File: src/rtl/sha256_compress.sv
// SHA-256 compression stage: consumes W_t (t = 0..63), runs the 64 rounds on
// working registers a..h, then folds the result into the chaining value H0..H7
// and presents the 256-bit digest. Blocks either chain from the current H or
// restart from the IV.
// Optional build macro SHA224_EN adds mode_224_in to select the SHA-224 IV.
module sha256_compress #(
    parameter int unsigned DATA_WIDTH = 32  // only 32 is meaningful (mod 2^32 arithmetic)
) (
    input  logic                  clk,
    input  logic                  rst_n,
    input  logic                  start_in,
    input  logic                  init_in,
`ifdef SHA224_EN
    input  logic                  mode_224_in,
`endif
    input  logic                  w_valid_in,
    input  logic [DATA_WIDTH-1:0] w_in,
    output logic                  busy_out,
    output logic [5:0]            round_out,
    output logic                  digest_valid_out,
    output logic [255:0]          digest_out
);

    typedef enum logic [1:0] {
        IDLE   = 2'd0,
        ROUNDS = 2'd1,
        FINAL  = 2'd2
    } state_t;

    localparam logic [255:0] IV256 = {
        32'h6a09e667, 32'hbb67ae85, 32'h3c6ef372, 32'ha54ff53a,
        32'h510e527f, 32'h9b05688c, 32'h1f83d9ab, 32'h5be0cd19
    };
`ifdef SHA224_EN
    localparam logic [255:0] IV224 = {
        32'hc1059ed8, 32'h367cd507, 32'h3070dd17, 32'hf70e5939,
        32'hffc00b31, 32'h68581511, 32'h64f98fa7, 32'hbefa4fa4
    };
`endif

    localparam logic [31:0] K [64] = '{
        32'h428a2f98, 32'h71374491, 32'hb5c0fbcf, 32'he9b5dba5,
        32'h3956c25b, 32'h59f111f1, 32'h923f82a4, 32'hab1c5ed5,
        32'hd807aa98, 32'h12835b01, 32'h243185be, 32'h550c7dc3,
        32'h72be5d74, 32'h80deb1fe, 32'h9bdc06a7, 32'hc19bf174,
        32'he49b69c1, 32'hefbe4786, 32'h0fc19dc6, 32'h240ca1cc,
        32'h2de92c6f, 32'h4a7484aa, 32'h5cb0a9dc, 32'h76f988da,
        32'h983e5152, 32'ha831c66d, 32'hb00327c8, 32'hbf597fc7,
        32'hc6e00bf3, 32'hd5a79147, 32'h06ca6351, 32'h14292967,
        32'h27b70a85, 32'h2e1b2138, 32'h4d2c6dfc, 32'h53380d13,
        32'h650a7354, 32'h766a0abb, 32'h81c2c92e, 32'h92722c85,
        32'ha2bfe8a1, 32'ha81a664b, 32'hc24b8b70, 32'hc76c51a3,
        32'hd192e819, 32'hd6990624, 32'hf40e3585, 32'h106aa070,
        32'h19a4c116, 32'h1e376c08, 32'h2748774c, 32'h34b0bcb5,
        32'h391c0cb3, 32'h4ed8aa4a, 32'h5b9cca4f, 32'h682e6ff3,
        32'h748f82ee, 32'h78a5636f, 32'h84c87814, 32'h8cc70208,
        32'h90befffa, 32'ha4506ceb, 32'hbef9a3f7, 32'hc67178f2
    };

    state_t       state;
    logic [31:0]  hv [8];   // chaining value H0..H7
    logic [31:0]  wk [8];   // working registers, wk[0] = a ... wk[7] = h
    logic [31:0]  iv_word [8];
    logic [31:0]  hsum [8];
    logic [255:0] hsum_packed;
    logic [31:0]  s0, s1, ch, maj, t1, t2;

    // IV selection for a block started with init_in
    always_comb begin
        logic [255:0] iv_sel;
        iv_sel = IV256;
`ifdef SHA224_EN
        if (mode_224_in) iv_sel = IV224;
`endif
        for (int unsigned i = 0; i < 8; i++) begin
            iv_word[i] = iv_sel[255 - 32*i -: 32];
        end
    end

    // One compression round on the current working registers
    always_comb begin
        s0  = {wk[0][1:0], wk[0][31:2]} ^ {wk[0][12:0], wk[0][31:13]} ^ {wk[0][21:0], wk[0][31:22]};
        s1  = {wk[4][5:0], wk[4][31:6]} ^ {wk[4][10:0], wk[4][31:11]} ^ {wk[4][24:0], wk[4][31:25]};
        ch  = (wk[4] & wk[5]) ^ (~wk[4] & wk[6]);
        maj = (wk[0] & wk[1]) ^ (wk[0] & wk[2]) ^ (wk[1] & wk[2]);
        t1  = wk[7] + s1 + ch + K[round_out] + w_in;
        t2  = s0 + maj;
    end

    // Chaining-value update applied in FINAL
    always_comb begin
        hsum_packed = '0;
        for (int unsigned i = 0; i < 8; i++) begin
            hsum[i] = hv[i] + wk[i];
            hsum_packed[255 - 32*i -: 32] = hsum[i];
        end
    end

    // Control FSM, datapath registers and registered outputs
    always_ff @(posedge clk or negedge rst_n) begin
        if (!rst_n) begin
            state            <= IDLE;
            busy_out         <= 1'b0;
            round_out        <= '0;
            digest_valid_out <= 1'b0;
            digest_out       <= '0;
            for (int unsigned i = 0; i < 8; i++) begin
                hv[i] <= IV256[255 - 32*i -: 32];
                wk[i] <= '0;
            end
        end else begin
            digest_valid_out <= 1'b0;
            unique case (state)
                IDLE: begin
                    if (start_in) begin
                        for (int unsigned i = 0; i < 8; i++) begin
                            if (init_in) begin
                                hv[i] <= iv_word[i];
                                wk[i] <= iv_word[i];
                            end else begin
                                wk[i] <= hv[i];
                            end
                        end
                        round_out <= '0;
                        busy_out  <= 1'b1;
                        state     <= ROUNDS;
                    end
                end
                ROUNDS: begin
                    if (w_valid_in) begin
                        // shift a..h down one slot, then overwrite e and a
                        for (int unsigned i = 1; i < 8; i++) begin
                            wk[i] <= wk[i-1];
                        end
                        wk[4]     <= wk[3] + t1;
                        wk[0]     <= t1 + t2;
                        round_out <= round_out + 6'd1;
                        if (round_out == 6'd63) state <= FINAL;
                    end
                end
                FINAL: begin
                    for (int unsigned i = 0; i < 8; i++) begin
                        hv[i] <= hsum[i];
                    end
                    digest_out       <= hsum_packed;
                    digest_valid_out <= 1'b1;
                    busy_out         <= 1'b0;
                    state            <= IDLE;
                end
                default: begin
                    state    <= IDLE;
                    busy_out <= 1'b0;
                end
            endcase
        end
    end

endmodule

File: config.mk
export PLATFORM = sky130hd
export DESIGN_NAME = sha256_compress
export DESIGN_NICKNAME = d
export VERILOG_FILES = /design/src/rtl/sha256_compress.sv
export SDC_FILE = /design/constraint.sdc
export NUM_CORES = 2
export LEC_CHECK = 0
export ABC_CLOCK_PERIOD_IN_PS = 18600
export CAP_MARGIN = 20
export CORE_AREA = 2 2 290 292
export CTS_BUF_LIST = sky130_fd_sc_hd__clkbuf_4
export DETAILED_ROUTE_END_ITERATION = 10
export DIE_AREA = 0 0 292 294
export PLACE_DENSITY_LB_ADDON = 0.2
export SETUP_SLACK_MARGIN = 0.4
export SYNTH_ARGS = -nofsm -noshare
export SYNTH_HDL_FRONTEND = slang
export SYNTH_SLANG_ARGS = --single-unit
File: constraint.sdc
create_clock -name clk -period 18.6 [get_ports clk]
set_input_delay 3.72 -clock clk [delete_from_list [all_inputs] [get_ports clk]]
set_output_delay 3.72 -clock clk [all_outputs]
set_load 0.02 [all_outputs]
==> results.md <==
| Metric | Reported | Unit |
|---|---|---|
| Synthesis warning total | 0 | - |
| Gpl congestion | 1.08 | - |
| EDFF count, synth | 0 | - |
| Syn Area/Cell | 8.50 | um2 |
| Number of nets with antenna violations after detailed routing | 0 | - |
| Worst Clk Skew | 0.0512 | ns |
| Number of design rule violations left after detail routing | 0 | - |
| Kind of end point of the critical path | flop | - |
| Floorplan core area | 0.0829 | mm2 |
| Slowest stage delay, CP | 0.55 | ns |
| Final-stage net count | 7300 | - |
| Via count of the routed design | 53.5k | - |
| Seq cells post-synth | 778 | - |
| Pin count of the biggest net entering global routing | 164 | - |
| MaxCap Viol Count | 0 | - |
| GRT Residual Overflow | 0 | - |
| Placed Instance Area | 0.0594 | mm2 |
| Clock insertion delay at the later pin of the skew report | 1.20 | ns |
| Final hold violation count | 0 | - |
| Largest fanout of any net on the critical path | 7 | - |
| # rows | 106 | - |
| Num CTS Buffers | 203 | - |
| I/O Pins | 301 | - |
| Nature of the critical path startpoint | input pin | - |
| Global-route wire length before repair | 310000 | um |
| Horizontal die dimension | 292 | um |
| Cell with the largest stage delay on the worst path | sky130_fd_sc_hd__fa_1 | - |
| Hold buffers post-CTS | 0 | - |
| Setup Crit Path Kind | input pin to flop | - |
| Post-detailed-route via-to-cell ratio | 6.67 | - |
| Fraction of layout cells with a size suffix above 1 | 0.0945 | - |
| Clock Tree Buf Depth | 3 | - |
| Transition at the pin with the smallest max-transition slack | 1.20 | ns |
| Mapped Area | 0.0557 | mm2 |
| H-tree Lvls | 4 | - |
| Highest attainable clock frequency | 99.1 | MHz |
| Number of failing setup endpoints in the final timing report | 0 | - |
| Aggregate global-route resource usage | 0.476 | - |
| Input/output buffers | 300 | - |
| Crit path arrival time | 11.15 | ns |
| Number of instances resized during post-cts repair | 0 | - |
| Synth-to-Final Area Change | 11.6 | % |
| Clock slew at the register clock pins of the worst setup and hold paths | 0.07 | ns |
| Number of global-route vias before repair | 51.7k | - |
| Die footprint | 0.0858 | mm2 |
| Fill count | 5981 | - |
| Share of the core filled with cells in the final layout | 0.751 | - |
| Initial antenna violation count | 12 | - |
| Die boundary height | 294 | um |
| Final period util | 0.542 | - |
| Combined buffer and inverter count along the critical path | 5 | - |
| Iteration-0 DRC count of the detailed router | 6010 | - |
| Share of async-settable or async-resettable flops after synthesis | 1.00 | - |
| Class of the most critical hold timing path | flop to flop | - |
| Post-CTS Repair Setup Buffers | 0 | - |
| Final std cell area, no fill | 0.0622 | mm2 |
| Commonest cells after routing, fill and taps aside | sky130_fd_sc_hd__nand2_1, sky130_fd_sc_hd__o21ai_0, sky130_fd_sc_hd__dfrtp_1 | - |
| Cell repeated most along the worst path | sky130_fd_sc_hd__a21oi_1 | - |
| Fraction of the yosys area taken by sequential cells | 0.352 | - |
| Setup repair after global routing missed its margin | no | - |
| Post-layout minimum cycle time | 10.09 | ns |
| Post-synth net total | 7100 | - |
| DR WL/cell | 25.7 | um |
| Number of iterations in the first detailed-routing pass | 9 | - |
| Worst max-slew margin expressed relative to the limit | 0.181 | - |
| Required time of the critical path | 19.66 | ns |
| Routed wire length | 206000 | um |
| Ys flop type | sky130_fd_sc_hd__dfrtp_1 | - |
| Placed wire-length estimate | 147000 | um |
| Number of max-slew violations in the final report | 0 | - |
| Starting density of the core | 0.673 | - |
| TritonCTS clock tree | yes | - |
| Top delay family on crit path | compound AO/OA/AOI/OAI gates | - |
| Gate count of the mapped netlist | 6562 | - |
| Outcome | finished clean | - |
| Count of cell types in the netlist | 85 | - |
| Most common library cell in the layout ignoring fill and taps | sky130_fd_sc_hd__nand2_1 | - |
| Total negative slack for setup checks | 0 | ns |
| Clock root buffer | sky130_fd_sc_hd__clkbuf_4 | - |
| Clock sink count | 778 | - |
==> tightest hold or removal path, cell delays in order (launching register included) <==
cell and delay, ns:
sky130_fd_sc_hd__dfrtp_1 0.34, sky130_fd_sc_hd__nand2_1 0.05, sky130_fd_sc_hd__nand2_1 0.05
==> final cells by class <==
| class | count | area, um2 | area share |
|---|---|---|---|
| antenna | 9 | 22.5 | 0.000362 |
| sequential | 778 | 19600 | 0.316 |
| tap | 1080 | 1350 | 0.0217 |
| clock buffer | 326 | 2450 | 0.0393 |
| multi-input combinational | 5038 | 33400 | 0.536 |
| clock inverter | 57 | 384 | 0.00617 |
| inverter | 360 | 1360 | 0.0219 |
| timing repair buffer | 381 | 3640 | 0.0585 |
==> synthesized netlist by cell type (19+ instances only) <==
| library cell | number | share of area |
|---|---|---|
| sky130_fd_sc_hd__a211oi_1 | 73 | 0.0098 |
| sky130_fd_sc_hd__a21o_1 | 230 | 0.031 |
| sky130_fd_sc_hd__a21oi_1 | 542 | 0.049 |
| sky130_fd_sc_hd__a221oi_1 | 19 | 0.0030 |
| sky130_fd_sc_hd__a31oi_1 | 56 | 0.0063 |
| sky130_fd_sc_hd__and2_1 | 23 | 0.0026 |
| sky130_fd_sc_hd__and3_1 | 129 | 0.014 |
| sky130_fd_sc_hd__buf_1 | 37 | 0.0025 |
| sky130_fd_sc_hd__clkbuf_1 | 349 | 0.023 |
| sky130_fd_sc_hd__dfrtp_1 | 642 | 0.29 |
| sky130_fd_sc_hd__dfstp_2 | 136 | 0.064 |
| sky130_fd_sc_hd__fa_1 | 133 | 0.048 |
| sky130_fd_sc_hd__ha_1 | 368 | 0.083 |
| sky130_fd_sc_hd__inv_1 | 358 | 0.024 |
| sky130_fd_sc_hd__maj3_1 | 22 | 0.0040 |
| sky130_fd_sc_hd__mux2_2 | 37 | 0.0075 |
| sky130_fd_sc_hd__mux2i_1 | 24 | 0.0043 |
| sky130_fd_sc_hd__nand2_1 | 971 | 0.065 |
| sky130_fd_sc_hd__nand2b_1 | 51 | 0.0057 |
| sky130_fd_sc_hd__nand3_1 | 98 | 0.0088 |
| sky130_fd_sc_hd__nand4_1 | 30 | 0.0034 |
| sky130_fd_sc_hd__nor2_1 | 365 | 0.025 |
| sky130_fd_sc_hd__nor2b_1 | 45 | 0.0051 |
| sky130_fd_sc_hd__nor3_1 | 83 | 0.0075 |
| sky130_fd_sc_hd__o211ai_1 | 58 | 0.0078 |
| sky130_fd_sc_hd__o21a_1 | 53 | 0.0071 |
| sky130_fd_sc_hd__o21ai_0 | 676 | 0.061 |
| sky130_fd_sc_hd__o21ai_1 | 29 | 0.0026 |
| sky130_fd_sc_hd__o21bai_1 | 39 | 0.0053 |
| sky130_fd_sc_hd__o22ai_1 | 20 | 0.0022 |
| sky130_fd_sc_hd__o31ai_1 | 38 | 0.0051 |
| sky130_fd_sc_hd__or3_1 | 137 | 0.015 |
| sky130_fd_sc_hd__xnor2_1 | 249 | 0.039 |
| sky130_fd_sc_hd__xor2_1 | 157 | 0.025 |
==> sequential cells by signal (all words and copies together) (netlist names) <==
signal and cells:
digest_valid_out 1, wk 256, round_out 6, hv 256, state 2, busy_out 1
digest_out 256
==> per-layer routing <==
metal	track usage	vias up	part of all wire
met5	0	-	0.00033
met4	0.382	10	0.098
met3	0.138	1027	0.12
met2	0.710	3626	0.43
met1	0.578	25400	0.36
li1	-	23500	-
==> per-stage QoR <==
stage	cells	hold slack (ns)	setup slack, ns
after detailed placement	7637	0.458	7.40
after CTS	8020	0.475	8.63
after floorplan	6562	0.458	8.70
after global placement	7637	0.453	7.45
after global routing	8024	0.499	8.05
final	8029	0.473	8.51
==> final timing paths <==
path	start	to	slack (ns)	depth (start not counted)
setup / recovery	w_in[2]	wk[255]$_DFFE_PN0P_	8.51	31
hold / removal	digest_out[96]$_DFFE_PN0P_	digest_out[96]$_DFFE_PN0P_	0.47	2
setup reg to reg	round_out[1]$_DFFE_PN0P_	wk[255]$_DFFE_PN0P_	9.16	32
hold reg to reg	digest_out[96]$_DFFE_PN0P_	digest_out[96]$_DFFE_PN0P_	0.47	2
max in group asynchronous	rst_n	digest_out[208]$_DFFE_PN0P_	12.69	4
min in group asynchronous	rst_n	digest_out[87]$_DFFE_PN0P_	2.59	1
==> logic make-up after synthesis <==
group,synth area share
xor+xnor,0.0638
mux,0.0138
simple gates,0.163
fa+ha+maj,0.134
compound gates,0.222
buf+inv,0.0502
flops,0.352
Power is left out: the tool's default activity adds up to more than one toggle a clock period on the data nets, which glitch-free logic cannot reach.
